`config.mk`:
```
export PLATFORM = sky130hd
export DESIGN_NAME = med_ctrl
export DESIGN_NICKNAME = d
export VERILOG_FILES = /design/src/rtl/med_ctrl.sv
export SDC_FILE = /design/constraint.sdc
export NUM_CORES = 1
export LEC_CHECK = 0
export BUFFER_PORTS_ARGS = -buffer_cell sky130_fd_sc_hd__buf_2
export CORE_MARGIN = 4
export CORE_UTILIZATION = 45
export CTS_BUF_LIST = sky130_fd_sc_hd__clkbuf_4
export DETAILED_ROUTE_END_ITERATION = 10
export MAX_ROUTING_LAYER = met4
export PLACE_DENSITY = 0.76
export SLEW_MARGIN = 0
export SYNTH_ARGS = -nofsm -noshare
export SYNTH_HDL_FRONTEND = slang
export SYNTH_SLANG_ARGS = --single-unit
```
`constraint.sdc`:
```
create_clock -name clk_i -period 2.45 [get_ports clk_i]
set_clock_uncertainty 0.05 [all_clocks]
set_input_delay 0.245 -clock clk_i [delete_from_list [all_inputs] [get_ports clk_i]]
set_output_delay 0.245 -clock clk_i [all_outputs]
set_load 0.02 [all_outputs]
```
`src/rtl/med_ctrl.sv`:
```
// Sequencer for the 9-pixel MED median datapath: loads a window, runs discard-max passes, returns the median.
// Optional MED_CTRL_OVERLAP_EN: result slot decoupled from the FSM so the next frame can load while RES waits.
module med_ctrl #(
  parameter int NPIX  = 9,
  parameter int WIDTH = 8
) (
  input  logic             clk_i,
  input  logic             rst_i,
  input  logic [WIDTH-1:0] pix_in_i,
  input  logic             pix_valid_i,
  output logic             pix_ready_o,
  output logic [WIDTH-1:0] med_di_o,
  output logic             med_dsi_o,
  output logic             med_byp_o,
  input  logic [WIDTH-1:0] med_do_i,
  output logic [WIDTH-1:0] res_o,
  output logic             res_valid_o,
  input  logic             res_ready_i,
  output logic             busy_o,
  output logic             err_o
);

  // state | meaning
  // IDLE  | waiting for the first beat of a burst
  // LOAD  | shifting the window into the MED ring, one pixel per cycle
  // CMP   | ring rotates, DO accumulates the max of all slots
  // DISC  | max discarded from DO, a zero shifted into the ring
  // CAPT  | median sits in DO, copied into RES
  // HOLD  | RES offered to the sink (default build only)
  typedef enum logic [2:0] {
    S_IDLE,
    S_LOAD,
    S_CMP,
    S_DISC,
    S_CAPT
`ifndef MED_CTRL_OVERLAP_EN
    , S_HOLD
`endif
  } state_t;

  localparam int         NPASS     = (NPIX - 1) / 2;
  localparam logic [3:0] LOAD_LAST = 4'(NPIX - 1);
  localparam logic [3:0] CMP_LAST  = 4'(NPIX - 2);
  localparam logic [2:0] PASS_LAST = 3'(NPASS);

  state_t             state_q, state_d;
  logic [3:0]         cnt_q, cnt_d;
  logic [2:0]         pass_q, pass_d;
  logic [WIDTH-1:0]   res_q, res_d;
  logic               res_valid_q, res_valid_d;
  logic               err_q, err_d;

  always_ff @(posedge clk_i or posedge rst_i) begin
    if (rst_i) begin
      state_q     <= S_IDLE;
      cnt_q       <= '0;
      pass_q      <= '0;
      res_q       <= '0;
      res_valid_q <= 1'b0;
      err_q       <= 1'b0;
    end else begin
      state_q     <= state_d;
      cnt_q       <= cnt_d;
      pass_q      <= pass_d;
      res_q       <= res_d;
      res_valid_q <= res_valid_d;
      err_q       <= err_d;
    end
  end

  always_comb begin
    state_d     = state_q;
    cnt_d       = cnt_q;
    pass_d      = pass_q;
    res_d       = res_q;
    res_valid_d = res_valid_q;
    err_d       = 1'b0;
`ifdef MED_CTRL_OVERLAP_EN
    // Result slot handshakes independently of the sequencer.
    if (res_valid_q && res_ready_i) res_valid_d = 1'b0;
`endif
    case (state_q)
      S_IDLE: begin
        if (pix_valid_i) begin
          state_d = S_LOAD;
          cnt_d   = '0;
        end
      end
      S_LOAD: begin
        if (!pix_valid_i) begin
          err_d   = 1'b1;
          state_d = S_IDLE;
          cnt_d   = '0;
        end else if (cnt_q == LOAD_LAST) begin
          state_d = S_CMP;
          cnt_d   = '0;
          pass_d  = '0;
        end else begin
          cnt_d = cnt_q + 4'd1;
        end
      end
      S_CMP: begin
        if (cnt_q == CMP_LAST) begin
          cnt_d   = '0;
          state_d = (pass_q < PASS_LAST) ? S_DISC : S_CAPT;
        end else begin
          cnt_d = cnt_q + 4'd1;
        end
      end
      S_DISC: begin
        pass_d  = pass_q + 3'd1;
        state_d = S_CMP;
      end
      S_CAPT: begin
`ifdef MED_CTRL_OVERLAP_EN
        // DO keeps the median while the ring idles, so waiting here is safe.
        if (!res_valid_q || res_ready_i) begin
          res_d       = med_do_i;
          res_valid_d = 1'b1;
          state_d     = S_IDLE;
        end
`else
        res_d       = med_do_i;
        res_valid_d = 1'b1;
        state_d     = S_HOLD;
`endif
      end
`ifndef MED_CTRL_OVERLAP_EN
      S_HOLD: begin
        if (res_ready_i) begin
          res_valid_d = 1'b0;
          state_d     = S_IDLE;
        end
      end
`endif
      default: state_d = S_IDLE;
    endcase
  end

  assign pix_ready_o = (state_q == S_LOAD);
  assign med_dsi_o   = (state_q == S_LOAD) || (state_q == S_DISC);
  assign med_byp_o   = (state_q == S_LOAD) || (state_q == S_DISC);
  assign med_di_o    = (state_q == S_LOAD) ? pix_in_i : '0;
  assign res_o       = res_q;
  assign res_valid_o = res_valid_q;
  assign busy_o      = (state_q != S_IDLE);
  assign err_o       = err_q;

endmodule

```
; ---- Word level (Yosys, flattened, before mapping)
; Cells that the tools add are included.
[totals]
ff_bits = 20
inputBits = 20
output_inout_bits = 22
elab_cells = 52
[op_classes]
addsub = 2
magnitude_cmp = 1
eq_ne = 13
muxes = 20
n_reduce_logical = 10
[ops]
columns = op, count
row1 = 3-bit two-way mux, 8
row2 = 3-bit one-hot mux with 6 select lines, 1
row3 = 4-bit two-way mux, 4
row4 = 4-bit one-hot mux with 3 select lines, 1
row5 = 8-bit two-way mux, 1
row6 = 2-bit != test (second input constant), 4
row7 = 3-bit by 2-bit equality test with 1-bit output (second input constant), 2
row8 = 3-bit equality test (second input constant), 2
row9 = 3-bit one-hot mux with 2 select lines, 1
row10 = 3-bit nonzero test, 2
row11 = 4-bit by 1-bit adder with 4-bit output (second input constant), 1
row12 = 4-bit by 3-bit equality test with 1-bit output (second input constant), 1
row13 = 4-bit equality test (second input constant), 1
row14 = 2-bit AND reduction, 2
row15 = 4-bit AND reduction, 1
row16 = 2-bit nonzero test, 2
row17 = 3-bit by 1-bit adder with 3-bit output (second input constant), 1
row18 = 3-bit by 1-bit equality test with 1-bit output (second input constant), 1
row19 = 3-bit logical NOT, 1
row20 = 3-bit < comparator (second input constant), 1
row21 = 1-bit two-way mux, 3
row22 = 3-bit by 2-bit != test with 1-bit output (second input constant), 1
row23 = 3-bit AND reduction, 1
row24 = 2-bit by 1-bit != test with 1-bit output (second input constant), 1
row25 = 2 further kinds, 2

; ---- Longest topological paths before layout
; Gate-level depths: netlist (run 1).
[logic_depth]
ltp_word = 4
depth_mapped = 6

; ---- Worst setup path before layout (run 1)
; No wires, ideal clock.
[synth_timing]
path_kind = reg2out
from = reg state_q[2]
to = out med_di_o[0]
arrival_ns = 1.286
required_time_ns = 2.155
path_slack_ns = 0.869
stages_incl_launch_ff = 4
path_cell_list = dfrtp_1 > buf_2 > nor3_4 > and2_1
[synth_between]
elab_chain_len = 2
[synth_rtl]
columns = item, line_no
row1 = from (decl), 46  ; state_t state_q, state_d;
row2 = from (signal assigned), 62  ; state_q <= state_d;
row3 = 3-bit by 1-bit equality test with 1-bit output, n/a
row4 = named net pix_ready_o, 11  ; output logic pix_ready_o,
row5 = 8-bit two-way mux, 143  ; assign med_di_o = (state_q == S_LOAD) ? pix_in_i : '0;
row6 = to (decl), 12  ; output logic [WIDTH-1:0] med_di_o,
; The timed path passes the listed nets, and every way through them passes these cells.

; ---- Worst setup path after layout (run 1)
[layout_timing]
from = reg state_q[0]
to = out med_di_o[6]
[layout_between]
elab_chain_len = 2
[layout_rtl]
columns = item, line_no
row1 = 3-bit by 1-bit equality test with 1-bit output, 143
row2 = 8-bit two-way mux, 143
; No other way between the ends.

==> flow_summary.ini, run 1 <==
[outcome]
status = finished, violations left
violations = negative hold slack

[global_routing]
antenna_found_initial = 0
grt_pass1_wl_mm = 4.12
grt_max_degree = 21
grt_pass1_vias = 949
grtUsageTotal_pct = 16.0
gr-total-overflow = 0

[pwr]
power_mw = 1.71
ir_drop_mv = 0.821
switching_share_pct = 45.5
power_frac_clock_pct = 9.5
power.internal_uw = 930
powerDensity_mw_per_mm2 = 1260
combPwrFrac_pct = 52.0
p_leak_nw = 0.669
p_seq_share_pct = 38.5
p_sw_uw = 777

[setup_path]
crit_chain = inv_2 -> nor3_4 -> and2_1 -> buf_2
start_kind = register
cp.arrival_ns = 1.74
crit_type = reg -> out
end_kind = primary output
slowest_stage = dfrtp_1
worstPathMaxFanout = 12
slowest_delay_ns = 0.67
cp.required_ns = 2.15

[routing]
vias = 903
via_per_inst = 5.38
drc = 0
drt_iter0_drc = 9
detail-route-antenna-nets = 0
wl_mm = 2.31
dr.pass1.iters = 4
wire_per_inst_um = 13.8

[synth]
synth_cell_type_count = 41
yosysTopAreaCell = dfrtp_1
synth-warning-count = 0
yosys.area_share.simple_pct = 20.6
synthMuxAreaShare_pct = 10.7
synth_seq_area_share_pct = 44.5
synth_compound_area_share_pct = 13.7
synth_xor_area_share_pct = 1.56
syn_avg_cell_area_um2 = 11.2
synthArstFlopShare_pct = 100
synth_top_family_by_area = simple AND/OR/NAND/NOR gates
synth_edf_count = 0
synth_area_mm2 = 0.00112
yosysTopAreaCellShare_pct = 44.5
synth.area.top_cells = dfrtp_1, mux2_2, and2_1
synth_ff_type = dfrtp_1
synth_nets = 123
ys_ff_latch = 20
synthAdderAreaFrac_pct = 3.34
netlist_instances = 100

[sta]
fin_crit_sh_pct = 83.0
setup_slack_ns = 0.416
hold_violations = 1
tightest_slew_ns = 0.745
rsz0062_at_grt = no
whs_ns = -0.000119
finalSetupTns_ns = 0
setup-violations-final = 0
drv_slew = 0
period_needed_ns = 2.03
clock.fmax_mhz = 492
maxSlewHeadroom_pct = 50.3

[placed_design]
gp_congestion = 0.890
place_area_mm2 = 0.00132
dp_hpwl_mm = 1.80
io_buffers = 41
dp_slack_ns = 0.729

[clocking]
cts.sinks = 20
cts_made_buffers = 3
cts_buffer_depth = 2
root_buffer = clkbuf_4
postCtsHoldBufs = 0
cts_tree = built
insertion_delay_ns = 0.30
post_cts_buffers = 0
clkTransAtPathRegs_ns = 0.12
htreeDepth = 1
cts_resized = 0

[layout]
fillCellCount = 200
layout-drive-gt1-share_pct = 43.6
antennaDiodeCount = 0
nNetsFinal = 164
syn_to_final_growth_pct = 20.2
design_area_mm2 = 0.00135

[floorplanning]
die_height_um = 58.0
top_level_ports = 42
core_area_mm2 = 0.00230
start_util_pct = 48.9
fp.dieW_um = 58.0
row_count = 17
dieArea_mm2 = 0.00336

[flow_run]
cap_violations = 0

[hold_path]
min_path_type = in -> async
==> worst paths after layout <==
path / startpoint / end / slack, ns / depth (start not counted)
worst max-delay path: state_q[0] / med_di_o[6] / 0.42 / 4
worst min-delay path: rst_i / res_o[2] / -0.0001 / 2
worst max register to register: state_q[2] / res_o[7] / 0.70 / 3
worst min register to register: res_valid_o / res_valid_o / 0.44 / 1
max in group asynchronous: rst_i / res_o[6] / 1.87 / 2
min in group clk_i: med_do_i[2] / res_o[2] / 0.11 / 2
==> area by class of cell <==
| class | count | area, µm² | area share, % |
|---|---|---|---|
| multi-input combinational | 69 | 561 | 41.5 |
| sequential | 20 | 500 | 37.1 |
| timing repair buffer | 41 | 205 | 15.2 |
| tap | 28 | 35.0 | 2.60 |
| clock buffer | 3 | 22.5 | 1.67 |
| inverter | 6 | 22.5 | 1.67 |
| clock inverter | 1 | 3.75 | 0.278 |
==> state kept, by name, indices dropped and copies added (netlist names) <==
name	cells
res_o	8
cnt_q	4
pass_q	3
state_q	3
err_o	1
res_valid_o	1
==> power by group through the flow <==
stage / registers [mW] / clock network [mW] / logic (mW)
finish: 0.658 / 0.162 / 0.888
global route: 0.690 / 0.181 / 0.981
CTS: 0.658 / 0.163 / 0.897
detailed placement: 0.662 / 0 / 0.895
global placement: 0.652 / 0 / 0.868
floorplan: 0.663 / 0 / 0.684
==> synth_stat cells (all sizes together) (2+ instances only) <==
| cell type | number |
|---|---|
| a211oi | 2 |
| a21oi | 3 |
| dfrtp | 20 |
| ha | 3 |
| inv | 6 |
| o21ai | 8 |
| mux2 | 8 |
| and2b | 2 |
| and2 | 9 |
| mux2i | 3 |
| nand2 | 6 |
| buf | 5 |
| xnor2 | 2 |
| nand3b | 2 |
| nor3 | 3 |
==> worst max-delay path: cells and delay by family, from the launching register on <==
family | cells | cell delay, ns
flip-flops | 1 | 0.67
buffers and inverters | 2 | 0.33
AND/OR/NAND/NOR | 2 | 0.43
==> cells by family (layout without fill, tap and decap cells) <==
kind of cell	count (synthesis)	in the layout
AO/OA/AOI/OAI	22	22
XOR/XNOR	2	2
adder cells (fa/ha/maj)	3	3
buffers and inverters	11	51
flip-flops	20	20
multiplexers	11	11
AND/OR/NAND/NOR	31	31
==> through the flow <==
stage,instances,util [%],hold WS [ns]
3_5_place_dp,164,57.6,0.365
4_1_cts,168,58.8,0.0357
5_1_grt,168,58.8,0.0737
6_report,168,58.8,-0.000119
3_3_place_gp,164,57.6,0.359
2_1_floorplan,100,-,0.159
==> metal layers <==
| layer | global-route usage (%) | wire, µm | vias to the layer above |
|---|---|---|---|
| met1 | 18.3 | 961 | 426 |
| met2 | 28.2 | 1130 | 39 |
| met4 | 3.97 | 13 | 0 |
| li1 | - | - | 436 |
| met3 | 3.56 | 209 | 2 |
| met5 | - | 0 | - |
==> placed cells by master, fill, tap and decap left out, types with 2 or more instances in the layout <==
cell type	n
o21ai_0	3
dfrtp_1	20
and2_1	9
mux2_2	8
a21oi_1	3
nand3b_1	2
clkbuf_4	3
inv_1	5
xnor2_1	2
nand2_1	6
and2b_1	2
buf_2	41
mux2i_1	3
ha_1	3
o21ai_1	4
(Power assumes the default switching activity.)
==> run 2: changes to the inputs <==
--- a/config.mk
+++ b/config.mk
@@ -11,7 +11,7 @@
 export CTS_BUF_LIST = sky130_fd_sc_hd__clkbuf_4
 export DETAILED_ROUTE_END_ITERATION = 10
 export MAX_ROUTING_LAYER = met4
-export PLACE_DENSITY = 0.76
+export PLACE_DENSITY = 0.79
 export SLEW_MARGIN = 0
 export SYNTH_ARGS = -nofsm -noshare
 export SYNTH_HDL_FRONTEND = slang
==> constraint.sdc (replaced) <==
create_clock -name clk_i -period 1.72 [get_ports clk_i]
set_clock_uncertainty 0.05 [all_clocks]
set_input_delay 0.172 -clock clk_i [delete_from_list [all_inputs] [get_ports clk_i]]
set_output_delay 0.172 -clock clk_i [all_outputs]
set_load 0.02 [all_outputs]
==> run 2 against run 1 <==
The flow now finishes without violations. Count of clock-buffer cells in the layout unchanged. Power grew 60%. Hold slack gained 0.020 ns. Wire length up 0.13%. Clock power rose by 140%. Worst setup slack got worse by 0.36 ns. Die area unchanged. Critical endpoint is now busy_o. Largest cell class unchanged. Highest routed layer unchanged.
==> flow_summary.ini, run 2 (synthesis results as in run 1) <==
[outcome]
status = completed

[sta]
whs_ns = 0.0197
rsz0062_at_grt = no
finalSetupTns_ns = 0
clock.fmax_mhz = 602
setup-violations-final = 0
hold_violations = 0
setup_slack_ns = 0.0588
fin_crit_sh_pct = 96.6
tightest_slew_ns = 0.335
period_needed_ns = 1.66
drv_slew = 0
maxSlewHeadroom_pct = 77.6

[routing]
drt_iter0_drc = 20
wire_per_inst_um = 13.0
dr.pass1.iters = 4
detail-route-antenna-nets = 0
via_per_inst = 5.29
wl_mm = 2.32
drc = 0
vias = 941

[placed_design]
gp_congestion = 0.893
dp_slack_ns = 0.224
place_area_mm2 = 0.00137
numPlacedInstances = 170
dp_hpwl_mm = 1.81
io_buffers = 41

[global_routing]
grtUsageTotal_pct = 15.9
antenna_found_initial = 0
gr-total-overflow = 0
grt_max_degree = 21
grt_pass1_vias = 930
grt_pass1_wl_mm = 4.06

[flow_run]
cap_violations = 0

[hold_path]
hp-start = res_ready_i
min_path_type = in -> reg

[setup_path]
crit_path_start = state_q[2]
crit_type = reg -> out
reg2reg_from = state_q[2]
cp.required_ns = 1.50
cp.arrival_ns = 1.44
worstPathMaxFanout = 4
end_kind = primary output
start_kind = register

[floorplanning]
die_height_um = 58.0
core_area_mm2 = 0.00230
start_util_pct = 48.9
row_count = 17
top_level_ports = 42
fp.dieW_um = 58.0
dieArea_mm2 = 0.00336

[clocking]
cts.sinks = 20
htreeDepth = 1
insertion_delay_ns = 0.30
cts_buffer_depth = 2
cts_made_buffers = 3
clkTransAtPathRegs_ns = 0.12
cts_tree = built
root_buffer = clkbuf_4

[layout]
final_cells = 178
nNetsFinal = 174
antennaDiodeCount = 0
final_common_cell = buf_2
final_util_pct = 64.4
largest_reg_flops = 8
design_area_mm2 = 0.00148
final_cell_mix = buf_2, dfrtp_1, buf_4
syn_to_final_growth_pct = 31.6
layout-drive-gt1-share_pct = 49.3

[pwr]
ir_drop_mv = 1.12
powerDensity_mw_per_mm2 = 1850
p_leak_nw = 0.725
power_mw = 2.73
run 2: path summary, 6_finish.rpt:
kind | slack (ns) | cells after the start | to
worst min-delay path | 0.02 | 2 | state_q[2]
max in group asynchronous | 1.03 | 4 | state_q[1]
min in group asynchronous | 0.36 | 4 | res_o[4]
worst min register to register | 0.45 | 1 | res_valid_o
worst max-delay path | 0.06 | 3 | busy_o
worst max register to register | 0.16 | 6 | state_q[0]
run 2: metal layers:
metal,global-route usage (%),wire length [µm],part of all wire (%),up-vias
met5,-,0,0,-
met4,7.62,39,1.7,0
met3,3.12,214,9.2,4
met2,25.3,1100,48,46
met1,19.2,959,41,434
li1,-,-,-,457
run 2: timing repair:
item	4_1_cts	5_1_grt
setup endpoints to repair	10	8
hold buffers	1	0
cloned	1	0
setup buffers	2	0
hold endpoints to repair	20	0
gates resized for setup	3	6
pin swaps	1	1
run 2: final cells by class:
class	count	area, µm²
inverters	6	22.5
clock inverters	1	30.0
flip-flops and latches	20	504
clock buffers	3	22.5
fillers	184	818
repair buffers	50	288
multi-input cells	70	577
well taps	28	35.0
run 2: worst max-delay path, stage by stage (launching register included):
cell	delay, ns
dfrtp_2	0.42
buf_4	0.16
or3_1	0.38
buf_2	0.17
run 2: where the power goes:
group	leakage (nW)	internal, mW	switching, mW
sequential	0.243	0.682	0.146
clock	0.0279	0.236	0.147
combinational	0.454	0.675	0.843
total	0.725	1.59	1.14
